<file path="src/rtl/rotseq_pkg.sv">
// Shared types and constants for the multi-pass rotate sequencer.
// Imported by the sequencer top and its rotator stage.
package rotseq_pkg;

    typedef enum logic [1:0] {
        IDLE,
        ROTATE,
        DONE
    } rotseq_state_t;

    localparam int MAX_STEP = 7;

endpackage

</file>
<file path="src/rtl/rot_step.sv">
// Single-pass left rotator: up to 7 positions per pass.
// Three conditional stages of 1, 2 and 4 bits.
module rot_step
    import rotseq_pkg::*;
#(
    parameter  int N     = 4,
    localparam int WIDTH = 2 ** N
) (
    input  logic [WIDTH-1:0] d,
    input  logic [2:0]       amt,
    output logic [WIDTH-1:0] q
);

    logic [WIDTH-1:0] s1;
    logic [WIDTH-1:0] s2;

    assign s1 = amt[0] ? {d[WIDTH-2:0], d[WIDTH-1]} : d;
    assign s2 = amt[1] ? {s1[WIDTH-3:0], s1[WIDTH-1 -: 2]} : s1;
    assign q  = amt[2] ? {s2[WIDTH-5:0], s2[WIDTH-1 -: 4]} : s2;

endmodule

</file>
<file path="src/rtl/rotate_sequencer.sv">
// Multi-pass left-rotate engine: repeats a 7-position rotator pass
// until the full rotate amount has been applied.
module rotate_sequencer
    import rotseq_pkg::*;
#(
    parameter  int N     = 4,
    localparam int WIDTH = 2 ** N
) (
    input  logic             clk,
    input  logic             reset_n,
    input  logic             in_valid,
    output logic             in_ready,
    input  logic [WIDTH-1:0] in_data,
    input  logic [N-1:0]     in_amt,
    output logic             out_valid,
    input  logic             out_ready,
    output logic [WIDTH-1:0] out_data,
    output logic             busy
);

    rotseq_state_t    state;
    rotseq_state_t    nxt;
    logic [WIDTH-1:0] data;
    logic [WIDTH-1:0] rotated;
    logic [N-1:0]     remaining;
    logic [N-1:0]     rem_nxt;
    logic [2:0]       step;
    logic             accept;

    assign accept = in_valid && in_ready;

    // step <= remaining by construction, so remaining never underflows
    always_comb begin
        step = remaining[2:0];
        if (remaining > N'(MAX_STEP)) begin
            step = 3'(MAX_STEP);
        end
        rem_nxt = remaining - N'(step);
    end

    rot_step #(
        .N(N)
    ) u_rot_step (
        .d  (data),
        .amt(step),
        .q  (rotated)
    );

    always_comb begin
        nxt = state;
        unique case (state)
            IDLE: begin
                if (accept) begin
                    nxt = (in_amt == '0) ? DONE : ROTATE;
                end
            end
            ROTATE: begin
                if (rem_nxt == '0) begin
                    nxt = DONE;
                end
            end
            DONE: begin
                if (out_ready) begin
                    nxt = IDLE;
                end
            end
            default: nxt = IDLE;
        endcase
    end

    always_ff @(posedge clk or negedge reset_n) begin
        if (!reset_n) begin
            state     <= IDLE;
            data      <= '0;
            remaining <= '0;
            in_ready  <= 1'b0;
            out_valid <= 1'b0;
            busy      <= 1'b0;
        end else begin
            state     <= nxt;
            in_ready  <= (nxt == IDLE);
            out_valid <= (nxt == DONE);
            busy      <= (nxt != IDLE);
            unique case (state)
                IDLE: begin
                    if (accept) begin
                        data      <= in_data;
                        remaining <= in_amt;
                    end
                end
                ROTATE: begin
                    data      <= rotated;
                    remaining <= rem_nxt;
                end
                default: ;
            endcase
        end
    end

    assign out_data = data;

endmodule

</file>
<file path="config.mk">
export PLATFORM = sky130hd
export DESIGN_NAME = rotate_sequencer
export DESIGN_NICKNAME = d
export VERILOG_FILES = /design/src/rtl/rotseq_pkg.sv /design/src/rtl/rot_step.sv /design/src/rtl/rotate_sequencer.sv
export SDC_FILE = /design/constraint.sdc
export NUM_CORES = 1
export LEC_CHECK = 0
export ABC_AREA = 1
export BUFFER_PORTS_ARGS = -buffer_cell sky130_fd_sc_hd__buf_2
export CAP_MARGIN = 20
export CORE_UTILIZATION = 40
export DETAILED_ROUTE_END_ITERATION = 10
export GPL_ROUTABILITY_DRIVEN = 0
export HOLD_SLACK_MARGIN = 0.15
export PLACE_DENSITY = 0.61
export SKIP_CTS_REPAIR_TIMING = 1
export SLEW_MARGIN = 20
export SYNTH_ARGS = -nofsm -noshare
export SYNTH_HDL_FRONTEND = slang
export SYNTH_SLANG_ARGS = --single-unit
</file>
<file path="constraint.sdc">
create_clock -name clk -period 1.8 [get_ports clk]
set_input_delay 0.09 -clock clk [delete_from_list [all_inputs] [get_ports clk]]
set_output_delay 0.09 -clock clk [all_outputs]
set_load 0.05 [all_outputs]
</file>
# Word level (Yosys, flattened, before mapping)
# Cells that the tools add are included.
# word_totals
in_bits,24
out_inout_bits,19
elab_cells,33
reg_bits,25
# classes
n_lt_le_gt_ge,1
add_sub_neg,1
n_reduce_logical,8
mux,13
n_eq_ne,4
# ops
operator,n
$mux W16,4
$pmux W16 S2,1
$logic_not A4 Y1,2
$mux W2,4
$pmux W4 S2,1
$pmux W2 S3,1
$eq A2 B2 Y1 const B,2
$gt A4 B3 Y1 const B,1
$logic_not A2 Y1,2
$mux W4,1
$reduce_bool A2 Y1,2
$sub A4 B3 Y4,1
$mux W3,1
$eq A2 B1 Y1 const B,1
$ne A2 B2 Y1 const B,1
$reduce_and A2 Y1,1
$logic_and A1 B1 Y1,1

# Logic depth before layout (Yosys ltp)
# Gate-level depths: netlist (run 1).
# logic_depth
ltp_word,7
depth_mapped,10
ltp_nobuf,9

# Cells and area by module
# Synthesis (run 1) repeated with hierarchy kept, for this count alone.
# unflattened
hier_cells,285
hier_area_um2,2113.3
# modules_own_cells
module,area_per_inst_um2,seq_area_each_um2,n_inst,cells_each
rotate_sequencer,1320.0,625.6,1,161
rot_step,793.3,0.0,1,124

# Least setup slack after synthesis (run 1)
# No wires, ideal clock.
# synth_path
path_kind,reg-to-reg
start,reg in_ready
end,reg data[3] (netlist: out_data[3])
period_less_slack_ps,1486
t_arrival_ps,1362
required_ps,1676
stages_incl_launch_ff,5
slack_ps,314
setup_ps,124
path_buffers,1
path_cell_list,dfrtp_1 -> nand4_2 -> clkbuf_1 -> o21ai_0 -> a21oi_2
# synth_between
elab_chain_len,3
# synth_lines
element,line,text
from (decl),rotate_sequencer.sv:12,"output logic in_ready,"
from (signal assigned),rotate_sequencer.sv:81,in_ready <= (nxt == IDLE);
$logic_and A1 B1 Y1,rotate_sequencer.sv:30,assign accept = in_valid && in_ready;
$ne A2 B2 Y1 (no source line),-,
$reduce_and A2 Y1 (no source line),-,
to (signal assigned),rotate_sequencer.sv:87,data <= in_data;
to (signal assigned),rotate_sequencer.sv:92,data <= rotated;
to (decl),rotate_sequencer.sv:23,logic [WIDTH-1:0] data;
# Every way passes these cells.
# A chain may end at the register's enable or synchronous reset.

# Final worst setup path (run 1)
# layout_path
start,reg remaining[3]
end,reg busy
# layout_between
elab_chain_len,7
# layout_lines
element,line,text
from (decl),rotate_sequencer.sv:25,logic [N-1:0] remaining;
from (signal assigned),rotate_sequencer.sv:88,remaining <= in_amt;
from (signal assigned),rotate_sequencer.sv:93,remaining <= rem_nxt;
$gt A4 B3 Y1,rotate_sequencer.sv:35,if (remaining > N'(MAX_STEP)) begin
$mux W3,rotate_sequencer.sv:35,
$sub A4 B3 Y4 *,rotate_sequencer.sv:38,rem_nxt = remaining - N'(step);
$logic_not A4 Y1 *,rotate_sequencer.sv:58,if (rem_nxt == '0) begin
$mux W2 *,rotate_sequencer.sv:58,
$pmux W2 S3 *,rotate_sequencer.sv:51,unique case (state)
named net nxt[1],rotate_sequencer.sv:22,rotseq_state_t nxt;
$reduce_bool A2 Y1 *,rotate_sequencer.sv:83,busy <= (nxt != IDLE);
to (signal assigned),rotate_sequencer.sv:83,
to (decl),rotate_sequencer.sv:18,output logic busy
# Mark *: on every way through the listed nets, which the timed path passes. The rest lies on a longest branch.

==> reports/qor.csv, run 1 <==
stage;metric;value;unit
status;outcome;complete, no violations;
synthesis;synthesized area per cell;8.09;um2
layout;sequential cell area;626;um2
global_routing;largest net degree at the start of global routing;26;
synthesis;sequential cell area fraction in the yosys report;0.293;
synthesis;Async SR Flop Fraction;1.00;
sta;Clock Skew;0.00829;ns
synthesis;Gate Count Post-Synth;264;
global_routing;GRT Overall Usage;0.204;
sta;period utilization;0.862;
synthesis;syn_nets;289;
worst_setup_path;reg-to-reg slack, setup;0.25;ns
worst_setup_path;FF-to-FF path depth;9;
synthesis;Post-synth EDFFs;0;
worst_setup_path;CP startpoint kind;register;
synthesis;share of the synthesized area in the top cell type;0.293;
global_routing;grt total ovfl;0;
sta;Slew Viols, Final;0;
worst_setup_path;WP data arrival;1.73;ns
sta;final worst setup slack;0.249;ns
floorplanning;DIE WIDTH;75.1;um
floorplanning;core area;0.00511;mm2
synthesis;synthesized cell area;0.00213;mm2
synthesis;YS warnings;0;
layout;synth-to-layout area growth;18.3;%
layout;fin util;0.495;
route;TritonRoute pass-1 iters;4;
sta;Rel. slew slack;0.610;
sta;Setup Total Neg Slack;0;ns
worst_setup_path;Crit. End Element;register;
worst_setup_path;Worst Path Required;1.98;ns
synthesis;top_reg_cell synth;dfrtp_1;
synthesis;count leader, synth;nand3_1;
place;Setup WS pre-CTS;0.279;ns
worst_setup_path;delay of the slowest critical-path stage;0.42;ns
floorplanning;Site Rows;26;
synthesis;Netlist cell types;29;
floorplanning;Top-Level Pins;43;
route;DR vias/cell;5.16;
floorplanning;Die Height;75.1;um
floorplanning;starting density of the core;0.418;
route;Routed Antenna Nets;0;
clocking;Worst-Skew Late Latency;0.28;ns
place;port bufs;42;
sta;RSZ-0062 raised after global routing;false;
sta;Final Hold Viols;0;
layout;Nets;338;
clocking;clock sinks;25;
sta;min Tclk post-route;1.55;ns
route;DR DRC count;0;
place;Post-DP HPWL;3970;um
hold_path;min-delay worst type;in2reg;
synthesis;area leader, netlist;dfrtp_1;
sta;FMAX;645;MHz
synthesis;largest cells by area after synthesis;dfrtp_1 29%, nand3_2 16%, nand3_1 11%;
worst_setup_path;CP delay by family, top;flip-flops;
floorplanning;Die ar.;0.00563;mm2
worst_setup_path;worst path cell trace;buf_4 > inv_4 > nor2_1 > inv_1 > ha_1 > nand4_1 > o211ai_1 > nor2_1 > inv_1;
worst_setup_path;CP Class;reg2reg;
sta;setup violators final;0;
route;final wirelength;5280;um
worst_setup_path;Crit path buffers/inverters;4;
synthesis;Post-synth top cells;48 x nand3_1, 34 x nand3_2, 25 x dfrtp_1;
hold_path;Worst Hold End;out_valid;
hold_path;hold path depth;4;
clocking;Clock H-tree levels;1;
clocking;total CTS buffers;3;
sta;Worst-Margin Slew;0.585;ns
global_routing;number of global-route vias before repair;1825;
job;Max Cap Viol;0;
layout;share of cells above drive strength 1;0.420;
clocking;CTS tree;done;
layout;final-layout fill cell count;532;
layout;area of the multi-input gates;0.00130;mm2
layout;# diodes;0;
global_routing;global-route wire length before repair;8580;um
hold_path;Hold Startpoint;out_ready;
worst_setup_path;reg2reg end;busy;
synthesis;register bit total from synthesis;25;
route;DRT iter0 DRCs;138;
clocking;CTS max path bufs;2;
worst_setup_path;CP max-delay cell;dfrtp_1;
worst_setup_path;RR Startpoint;remaining[3];
worst_setup_path;critical path fanouts, max;4;
global_routing;initial antenna violation count;0;
clocking;CTS root buf;clkbuf_8;
clocking;Worst-path clk slew;0.10;ns
route;Avg WL per Cell;13.8;um
route;vias after detailed routing;1973;
## worst max-delay path by stage
| stage | from | to | depth (start not counted) |
|---|---|---|---|
| 5_1_grt | state[0] | out_data[14] | 7 |
| 4_1_cts | remaining[3] | busy | 9 |
| 6_report | remaining[3] | busy | 9 |
| 3_5_place_dp | remaining[3] | busy | 9 |
| 3_3_place_gp | remaining[3] | out_data[5] | 8 |
| 2_1_floorplan | in_ready | out_data[3] | 4 |
## stage by stage
stage | hold WS (ns) | cell area (um2) | instances
floorplan | -0.206 | 2130 | 264
global placement | 0.131 | 2430 | 373
detailed placement | 0.132 | 2430 | 373
CTS | -0.177 | 2480 | 377
global route | 0.152 | 2530 | 382
finish | 0.126 | 2530 | 382
## per-layer routing
metal / wire (um) / track usage / vias up
li1: - / - / 995
met1: 2570 / 0.291 / 927
met2: 2440 / 0.319 / 43
met3: 170 / 0.0241 / 8
met4: 93 / 0.0671 / 0
met5: 0 / 0 / -
## worst min-delay path: stages
cell      delay [ns]
buf_2           0.08
nor2_1          0.04
nand2_1         0.07
o211ai_1        0.09
## sequential cells by signal, indices dropped and copies added (netlist names)
signal / count
in_ready: 1
out_data: 16
busy: 1
state: 2
out_valid: 1
remaining: 4
## layout by cell type (no fill, tap or decap), types with 2 or more instances in the layout
cell type and count:
a21oi_1 9, o211ai_1 4, nand2_2 10, nor2_8 2, nand3_1 48, dfrtp_1 25, buf_2 42, nand3_2 34
inv_2 4, nand4_1 2, buf_12 2, nand2_1 24, dlygate4sd3_1 5, nand2_4 11, clkbuf_8 3, buf_4 8
o21ai_0 18, inv_1 21, nor2_1 21, a21oi_2 9
## area by class of cell
cell class | count | share of cell area
Multi-Input combinational cell | 199 | 0.514
Inverter | 27 | 0.0431
Timing Repair Buffer | 57 | 0.143
Tap cell | 70 | 0.0347
Clock inverter | 1 | 0.00198
Clock buffer | 3 | 0.0163
Sequential cell | 25 | 0.248
## logic make-up after synthesis
kind of cell	share of synthesized area
AND/OR/NAND/NOR	0.479
AO/OA/AOI/OAI	0.118
buffers and inverters	0.0991
flip-flops	0.293
XOR/XNOR	0.00410
adder cells (fa/ha/maj)	0.00586
Power of run 1 is left out: the tool's default activity adds up to more than one toggle a clock period on the data nets, which glitch-free logic cannot reach.
==> run 2, diff against run 1 <==
Settings changed: CORE_UTILIZATION 40 to 54, PLACE_DENSITY 0.61 to 0.79.
==> run 2 against run 1 <==
  * Global-route usage grew 5.7 points
  * Clock-buffer cell count is the same
  * Via count grew 1.7%
  * Core utilization grew 18 points
  * Flip-flop and latch count is the same
  * Wire length shrank 0.87%
  * Critical path depth shrank 1
  * Design area shrank 1.2%
==> reports/qor.csv, run 2 (same netlist as run 1, synthesis figures left out) <==
stage;metric;value;unit
place;Setup WS pre-CTS;0.0612;ns
route;TritonRoute pass-1 iters;5;
layout;commonest non-fill, non-tap cell in the layout;nand3_1;
floorplanning;core area;0.00372;mm2
layout;Nets;339;
sta;Final Hold Viols;0;
clocking;CTS max path bufs;2;
floorplanning;Top-Level Pins;43;
sta;period utilization;0.892;
clocking;total CTS buffers;3;
worst_setup_path;WP data arrival;1.78;ns
route;Avg WL per Cell;14.5;um
route;vias after detailed routing;2006;
place;Post-DP HPWL;3860;um
sta;RSZ-0062 raised after global routing;false;
layout;Non-Filler Instances;361;
clocking;Clock H-tree levels;1;
layout;sequential cell area;627;um2
layout;max reg flops;16;
sta;min Tclk post-route;1.61;ns
global_routing;largest net degree at the start of global routing;26;
worst_setup_path;reg-to-reg slack, setup;0.19;ns
layout;most frequent cells in the layout;48 x nand3_1, 42 x buf_2, 34 x nand3_2;
floorplanning;Die ar.;0.00421;mm2
worst_setup_path;worst setup path startpoint;remaining[3];
sta;Rel. slew slack;0.608;
job;Max Cap Viol;0;
floorplanning;Die Height;64.9;um
worst_setup_path;CP Depth;8;
worst_setup_path;critical path fanouts, max;7;
layout;final-layout fill cell count;323;
worst_setup_path;FF-to-FF path depth;8;
global_routing;initial antenna violation count;0;
worst_setup_path;worst setup path endpoint;busy;
place;placed insts;352;
global_routing;number of global-route vias before repair;1923;
worst_setup_path;worst path cell trace;inv_4 > nor2_1 > inv_1 > ha_1 > nand4_1 > o211ai_1 > nor2_1 > inv_1;
worst_setup_path;CP delay by family, top;flip-flops;
global_routing;GRT Overall Usage;0.261;
route;final wirelength;5230;um
floorplanning;DIE WIDTH;64.9;um
clocking;Worst-path clk slew;0.09;ns
route;DRT iter0 DRCs;154;
floorplanning;Site Rows;22;
layout;synth-to-layout area growth;16.9;%
status;outcome;complete, no violations;
layout;share of cells above drive strength 1;0.425;
clocking;Worst-Skew Late Latency;0.27;ns
worst_setup_path;Worst Path Required;1.97;ns
floorplanning;starting density of the core;0.574;
global_routing;global-route wire length before repair;8440;um
global_routing;grt total ovfl;0;
worst_setup_path;RR Startpoint;remaining[3];
layout;# diodes;0;
worst_setup_path;reg2reg end;busy;
worst_setup_path;CP startpoint kind;register;
sta;FMAX;623;MHz
route;Routed Antenna Nets;0;
sta;Worst-Margin Slew;0.588;ns
clocking;clock sinks;25;
hold_path;min-delay worst type;in2reg;
sta;Slew Viols, Final;0;
route;DR vias/cell;5.56;
route;DR DRC count;0;
worst_setup_path;CP Class;reg2reg;
worst_setup_path;Crit. End Element;register;
sta;Clock Skew;0.00143;ns
worst_setup_path;delay of the slowest critical-path stage;0.59;ns
clocking;CTS root buf;clkbuf_8;
clocking;CTS tree;done;
sta;setup violators final;0;
sta;Setup Total Neg Slack;0;ns
worst_setup_path;CP max-delay cell;dfrtp_2;
place;port bufs;42;
layout;area of the multi-input gates;0.00130;mm2
sta;final worst setup slack;0.194;ns
worst_setup_path;Crit path buffers/inverters;3;
[run 2: area by class of cell]
type                       count  area share
multi-input combinational    199       0.520
clock inverter                 1     0.00201
tap                           48      0.0241
clock buffer                   3      0.0165
timing repair buffer          58       0.142
sequential                    25       0.251
inverter                      27      0.0436
[run 2: per-layer routing]
metal  track usage  share of wire
met1         0.342           0.43
met3        0.0282          0.041
met4        0.0861          0.011
met2         0.443           0.52
met5             0              0
[run 2: worst reg2reg max path, cell delays in order (launching register included)]
cell	delay, ns
dfrtp_2	0.59
inv_4	0.08
nor2_1	0.10
inv_1	0.06
ha_1	0.24
nand4_1	0.14
o211ai_1	0.12
nor2_1	0.13
inv_1	0.05
[run 2: per-stage QoR]
| stage | hold WS [ns] | utilization | cell area (um2) |
|---|---|---|---|
| 2_1_floorplan | -0.206 | - | 2130 |
| 3_5_place_dp | 0.124 | 0.645 | 2400 |
| 3_3_place_gp | 0.119 | 0.645 | 2400 |
| 6_report | 0.131 | 0.671 | 2490 |
| 4_1_cts | -0.178 | 0.658 | 2440 |
| 5_1_grt | 0.152 | 0.671 | 2490 |
[run 2: worst min-delay path by stage]
stage	startpoint	endpoint	slack (ns)	depth (start not counted)
after floorplan	reset_n	busy	-0.21	0
after global placement	reset_n	out_data[10]	0.12	1
after detailed placement	reset_n	out_data[9]	0.12	1
after CTS	reset_n	out_data[7]	-0.18	1
after global routing	in_data[2]	out_data[2]	0.15	3
final	in_data[4]	out_data[4]	0.13	3
Power of run 2 is left out for the same reason.
